File: src/rtl/dmem_bytelane.sv
// Byte-lane aware data memory for the single-cycle RISC-V core.
// Handles B/H/W loads and stores with extension, reports access errors and clears itself with a sequential scrub.
module dmem_bytelane #(
  parameter int unsigned DEPTH    = 128,
  parameter int unsigned IDX_W    = 7,
  parameter int unsigned TEST_IDX = 100
) (
  input  logic        CLK,
  input  logic        RST,
  input  logic [31:0] A,
  input  logic [31:0] WD,
  input  logic        WE,
  input  logic [2:0]  FUNCT3,
  input  logic        CLR_REQ,
  output logic [31:0] RD,
  output logic        READY,
  output logic [1:0]  ERR,
  output logic        ERR_STICKY,
  output logic [31:0] TEST
);

  typedef enum logic {
    S_SCRUB = 1'b0,
    S_IDLE  = 1'b1
  } state_t;

  localparam logic [2:0] F_B  = 3'b000;
  localparam logic [2:0] F_H  = 3'b001;
  localparam logic [2:0] F_W  = 3'b010;
  localparam logic [2:0] F_BU = 3'b100;
  localparam logic [2:0] F_HU = 3'b101;

  localparam logic [1:0] E_NONE  = 2'b00;
  localparam logic [1:0] E_ALIGN = 2'b01;
  localparam logic [1:0] E_RANGE = 2'b10;
  localparam logic [1:0] E_ILL   = 2'b11;

  logic [31:0]      r_mem [DEPTH];
  state_t           r_state;
  logic [IDX_W-1:0] r_cnt;
  logic             r_ready;
  logic             r_err_sticky;

  logic [IDX_W-1:0] w_idx;
  logic [1:0]       w_err;
  logic             w_store;
  logic [3:0]       w_be;
  logic [31:0]      w_wdata;
  logic [31:0]      w_word;
  logic [7:0]       w_byte;
  logic [15:0]      w_half;
  logic [31:0]      w_rd;

  assign w_idx = A[IDX_W+1:2];

  // Error code, highest priority first: illegal funct3, misaligned, out-of-range
  always_comb begin
    w_err = E_NONE;
    if (FUNCT3 == 3'b011 || FUNCT3 == 3'b110 || FUNCT3 == 3'b111 ||
        ((FUNCT3 == F_BU || FUNCT3 == F_HU) && WE))
      w_err = E_ILL;
    else if (((FUNCT3 == F_H || FUNCT3 == F_HU) && A[0]) ||
             (FUNCT3 == F_W && A[1:0] != 2'b00))
      w_err = E_ALIGN;
    else if (|A[31:IDX_W+2])
      w_err = E_RANGE;
  end

  assign w_store = WE && r_ready && (r_state == S_IDLE) && (w_err == E_NONE) && !CLR_REQ;

  // Lane enables and replicated store data so each lane sees its own bytes
  always_comb begin
    w_be    = 4'b0000;
    w_wdata = WD;
    case (FUNCT3)
      F_B: begin
        w_be             = 4'b0000;
        w_be[A[1:0]]     = 1'b1;
        w_wdata          = {4{WD[7:0]}};
      end
      F_H: begin
        w_be    = A[1] ? 4'b1100 : 4'b0011;
        w_wdata = {2{WD[15:0]}};
      end
      F_W: begin
        w_be    = 4'b1111;
        w_wdata = WD;
      end
      default: begin
        w_be    = 4'b0000;
        w_wdata = WD;
      end
    endcase
  end

  // Array has no reset; the scrub engine owns it while scrubbing
  always_ff @(posedge CLK) begin
    if (r_state == S_SCRUB) begin
      r_mem[r_cnt] <= '0;
    end else if (w_store) begin
      for (int l = 0; l < 4; l++) begin
        if (w_be[l]) r_mem[w_idx][8*l +: 8] <= w_wdata[8*l +: 8];
      end
    end
  end

  always_ff @(posedge CLK or negedge RST) begin
    if (!RST) begin
      r_state      <= S_SCRUB;
      r_cnt        <= '0;
      r_ready      <= 1'b0;
      r_err_sticky <= 1'b0;
    end else begin
      case (r_state)
        S_SCRUB: begin
          r_cnt <= r_cnt + IDX_W'(1);
          if (r_cnt == IDX_W'(DEPTH - 1)) begin
            r_state <= S_IDLE;
            r_ready <= 1'b1;
          end
        end
        S_IDLE: begin
          if (CLR_REQ) begin
            r_state      <= S_SCRUB;
            r_cnt        <= '0;
            r_ready      <= 1'b0;
            r_err_sticky <= 1'b0;
          end else if (WE && r_ready && (w_err != E_NONE)) begin
            r_err_sticky <= 1'b1;
          end
        end
      endcase
    end
  end

  assign w_word = r_mem[w_idx];

  always_comb begin
    case (A[1:0])
      2'd0:    w_byte = w_word[7:0];
      2'd1:    w_byte = w_word[15:8];
      2'd2:    w_byte = w_word[23:16];
      default: w_byte = w_word[31:24];
    endcase
  end

  assign w_half = A[1] ? w_word[31:16] : w_word[15:0];

  always_comb begin
    w_rd = '0;
    if (r_ready && (w_err == E_NONE)) begin
      case (FUNCT3)
        F_B:     w_rd = {{24{w_byte[7]}}, w_byte};
        F_H:     w_rd = {{16{w_half[15]}}, w_half};
        F_W:     w_rd = w_word;
        F_BU:    w_rd = {24'h0, w_byte};
        F_HU:    w_rd = {16'h0, w_half};
        default: w_rd = '0;
      endcase
    end
  end

  assign RD         = w_rd;
  assign ERR        = w_err;
  assign READY      = r_ready;
  assign ERR_STICKY = r_err_sticky;
  assign TEST       = r_mem[IDX_W'(TEST_IDX)];

endmodule

File: config.mk
export PLATFORM = sky130hd
export DESIGN_NAME = dmem_bytelane
export DESIGN_NICKNAME = d
export VERILOG_FILES = /design/src/rtl/dmem_bytelane.sv
export SDC_FILE = /design/constraint.sdc
export NUM_CORES = 2
export LEC_CHECK = 0
export CAP_MARGIN = 15
export CORE_ASPECT_RATIO = 0.5
export CORE_MARGIN = 2
export CORE_UTILIZATION = 60
export DETAILED_ROUTE_END_ITERATION = 7
export PLACE_DENSITY = 0.72
export REMOVE_ABC_BUFFERS = 1
export SYNTH_ARGS = -nofsm -noshare
export SYNTH_HDL_FRONTEND = slang
export SYNTH_SLANG_ARGS = --single-unit
File: constraint.sdc
create_clock -name CLK -period 16.1 [get_ports CLK]
set_clock_uncertainty 0.2 [all_clocks]
set_input_delay 3.22 -clock CLK [delete_from_list [all_inputs] [get_ports CLK]]
set_output_delay 3.22 -clock CLK [all_outputs]
set_load 0.02 [all_outputs]
==> flow_metrics.env <==
export IMPL_pin_count_of_the_biggest_net_entering_global_routing=126
export IMPL_globalRouteTotalUtil=0.306
export IMPL_first_global_vias=79276
export IMPL_async_flop_share=0.00244
export IMPL_ff_latch_count_synth=4106
export IMPL_overflow=0
export IMPL_dominant_combinational_cell_family_by_area_after_synthesis="multiplexers"
export IMPL_timing_setup_critical_path_class="primary input to output pin"
export IMPL_crit_reg2reg_launch="r_state"
export IMPL_slew_viol_final=2
export IMPL_synth_xor_area_frac=0.000163
export IMPL_root_cell_of_the_clock_tree="clkbuf_16"
export IMPL_cpMaxStageDelayCell="a221oi_1"
export IMPL_finalSetupViolCount=0
export IMPL_cts_path_max_buffers=4
export IMPL_max_freq_mhz=80.9
export IMPL_synthToLayoutAreaGrowth_pct=10.0
export IMPL_design_die_area_sq_um=272000
export IMPL_timing_critical_path_slowest_cell_delay_ns=1.30
export IMPL_layout_drive_gt1_share=0.221
export IMPL_final_cycle_share=0.768
export IMPL_tritoncts_clock_tree="built"
export IMPL_yosys_area_share_adder=0.0000778
export IMPL_worstSetupStartpoint="A[2]"
export IMPL_grt_pass1_wl_um=590000
export IMPL_met1_usage=0.454
export IMPL_setup_repair_after_global_routing_missed_its_margin="false"
export IMPL_failed_checks="slew limit"
export IMPL_synth_edf_count=4096
export IMPL_syn_inst=7551
export IMPL_finalHoldViolCount=0
export IMPL_ys_types=70
export IMPL_post_route_worst_setup_slack_ns=3.74
export IMPL_postLayoutCellArea_sq_um=177000
export IMPL_timing_max_slew_rel_slack=-0.0102
export IMPL_post_cts_buffers=0
export IMPL_synth_top_flop_cell="edfxtp_1"
export IMPL_num_nets_final=7854
export IMPL_path_cells="buf_16 > buf_12 > buf_4 > mux4_2 > mux2_2 > o22ai_1 > nand2_1 > a221oi_1 > o22a_1 > a31oi_1 > clkdlybuf4s50_1"
export IMPL_dp_hpwl_um=253000
export IMPL_timing_max_cap_violations=0
export IMPL_power_ir_vdd_worst_uv=128
export IMPL_boundaryPins=139
export IMPL_post_route_drc_count=0
export IMPL_wl_per_cell_um=36.0
export IMPL_clk_pin_slew_worst_paths_ns=0.07
export IMPL_firstDrtPassIters=6
export IMPL_antenna_violations_before_repair=17
export IMPL_area_fraction_in_compound_gates_after_synthesis=0.0237
export IMPL_worst_endpoint_required_ns=12.68
export IMPL_fin_crit_ns=12.36
export IMPL_ctsHoldBuffers=0
export IMPL_antenna_left=0
export IMPL_outcome="finished, violations left"
export IMPL_wirelength_um=418000
export IMPL_cts_htree_levels=5
export IMPL_floorplan_core_area_sq_um=267000
export IMPL_dpl_worst_slack_ns=3.61
export IMPL_cts_buffers_inserted=346
export IMPL_ys_warnings_count=0
export IMPL_die_height_um=370
export IMPL_synth_seq_area_share=0.767
export IMPL_globalRouteMet3Util=0.0782
export IMPL_path_class_of_the_lowest_slack_min_delay_path="flop to flop"
export IMPL_share_of_synthesized_cell_area_in_and_or_nand_and_nor_gates=0.0281
export IMPL_floorplan_rows=134
export IMPL_syn_mean_instance_area_sq_um=21.3
export IMPL_routed_via_density=7.02
export IMPL_drt_initial_drc_count=13089
export IMPL_cts_resized_gates=0
export IMPL_totalNegativeSetupSlack_ns=0
export IMPL_place_gp_congestion=0.885
export IMPL_holdCritStartpoint="r_cnt[3]"
export IMPL_dr_total_vias=81406
export IMPL_die_width_um=736
export IMPL_setup_worst_path_end_class="output pin"
export IMPL_grt_use_met2=0.452
export IMPL_synth_mux_area_fraction=0.164
export IMPL_worst_path_max_fanout=97
export IMPL_worst_ep_arrival_time_ns=8.94
export IMPL_max_slew_worst_pin_slew_ns=1.52
export IMPL_insertion_delay_ns=0.89
export IMPL_syn_area_sq_um=161000
export IMPL_globalRoute_busiestLayer="met1"
export IMPL_worstSetupStartpointType="primary input"
export IMPL_clock_sinks=4106
export IMPL_dpl_instance_area_sq_um=166000
export IMPL_power_per_cell_area_nw_per_um2=124
export IMPL_count_of_buffers_from_port_buffering=138
export IMPL_static_leakage_power_nw=62.8
export IMPL_initial_standard_cell_utilization_of_the_core=0.603
## report_power, final
group	total, mW	internal (mW)	switching (mW)
Sequential	11.9	11.8	0.0561
Clock	8.27	4.50	3.77
Combinational	1.82	0.398	1.42
## stage by stage
stage / hold WS [ns] / power, mW / utilization / cells
detailed placement: 0.376 / 13.9 / 0.623 / 10963
global placement: 0.359 / 13.9 / 0.623 / 10963
global route: 0.439 / 22.4 / 0.663 / 11589
floorplan: 0.315 / 12.8 / - / 7103
finish: 0.403 / 22.0 / 0.664 / 11597
CTS: 0.385 / 22.0 / 0.663 / 11580
## metal layers
| metal | part of all wire | wire (um) |
|---|---|---|
| met5 | 0.00030 | 126 |
| met4 | 0.042 | 17700 |
| met3 | 0.12 | 51800 |
| met2 | 0.45 | 190000 |
| met1 | 0.38 | 159000 |
## Yosys cell counts, drive strengths merged, types with 53 or more instances
cell,instances,area share
edfxtp,4096,0.77
mux4,1038,0.15
nor2,614,0.014
buf,264,0.013
mux2i,248,0.015
nand2,224,0.0052
clkbuf,180,0.0043
o22ai,146,0.0057
o21ai,109,0.0034
a21oi,103,0.0032
a22oi,68,0.0032
nand3,54,0.0017
nor3,53,0.0017
## registers in the layout, summed over array words and instances, names as in the netlist
name,count
r_mem,4096
READY,1
r_cnt,7
ERR_STICKY,1
r_state,1
## kinds of logic (layout without fill, tap and decap cells)
kind of cell    Yosys count  in the layout
simple gates           1075           1075
flops                  4106           4106
compound gates          594            594
other cells               0             10
fa+ha+maj                 1              1
buf+inv                 458            958
xor+xnor                  3              3
mux                    1314           1314
## critical path, delay by kind of cell
| family | cells | cell delay [ns] |
|---|---|---|
| AOI/OAI and AO/OA | 4 | 1.85 |
| buffers and inverters | 4 | 2.39 |
| muxes | 2 | 0.93 |
| and+or+nand+nor | 1 | 0.19 |
## cells in the final DEF, fill, tap and decap left out, drive strengths merged, types with 31 or more instances in the layout
master	n
o221ai	31
buf	198
clkbuf	436
clkdlybuf4s50	132
o21ai	109
mux2i	248
nor2	614
a22oi	68
a21oi	103
clkinv	137
mux4	1038
o22ai	146
a31oi	31
nor3	53
nand2	224
edfxtp	4096
nand3	54
## final cells by class
cell class                 count  area [sq um]
inverter                      10          50.0
clock inverter               182          1610
timing repair buffer         331          3070
sequential                  4106        123000
clock buffer                 435          9180
tap                         3536          4420
multi-input combinational   2987         35300
fill                       16619         89700
antenna                       10          25.0
## worst paths after layout
| check | end | slack (ns) | cells past startpoint |
|---|---|---|---|
| max in group asynchronous | r_cnt[1] | 12.68 | 1 |
| worst min register to register | r_cnt[3] | 0.40 | 1 |
| min in group asynchronous | READY | 2.56 | 1 |
| worst max-delay path | RD[5] | 3.74 | 11 |
| worst max register to register | r_mem[9][16] | 10.42 | 7 |
| worst min-delay path | r_cnt[3] | 0.40 | 1 |
Note: power is estimated with default switching activity, not from simulation.
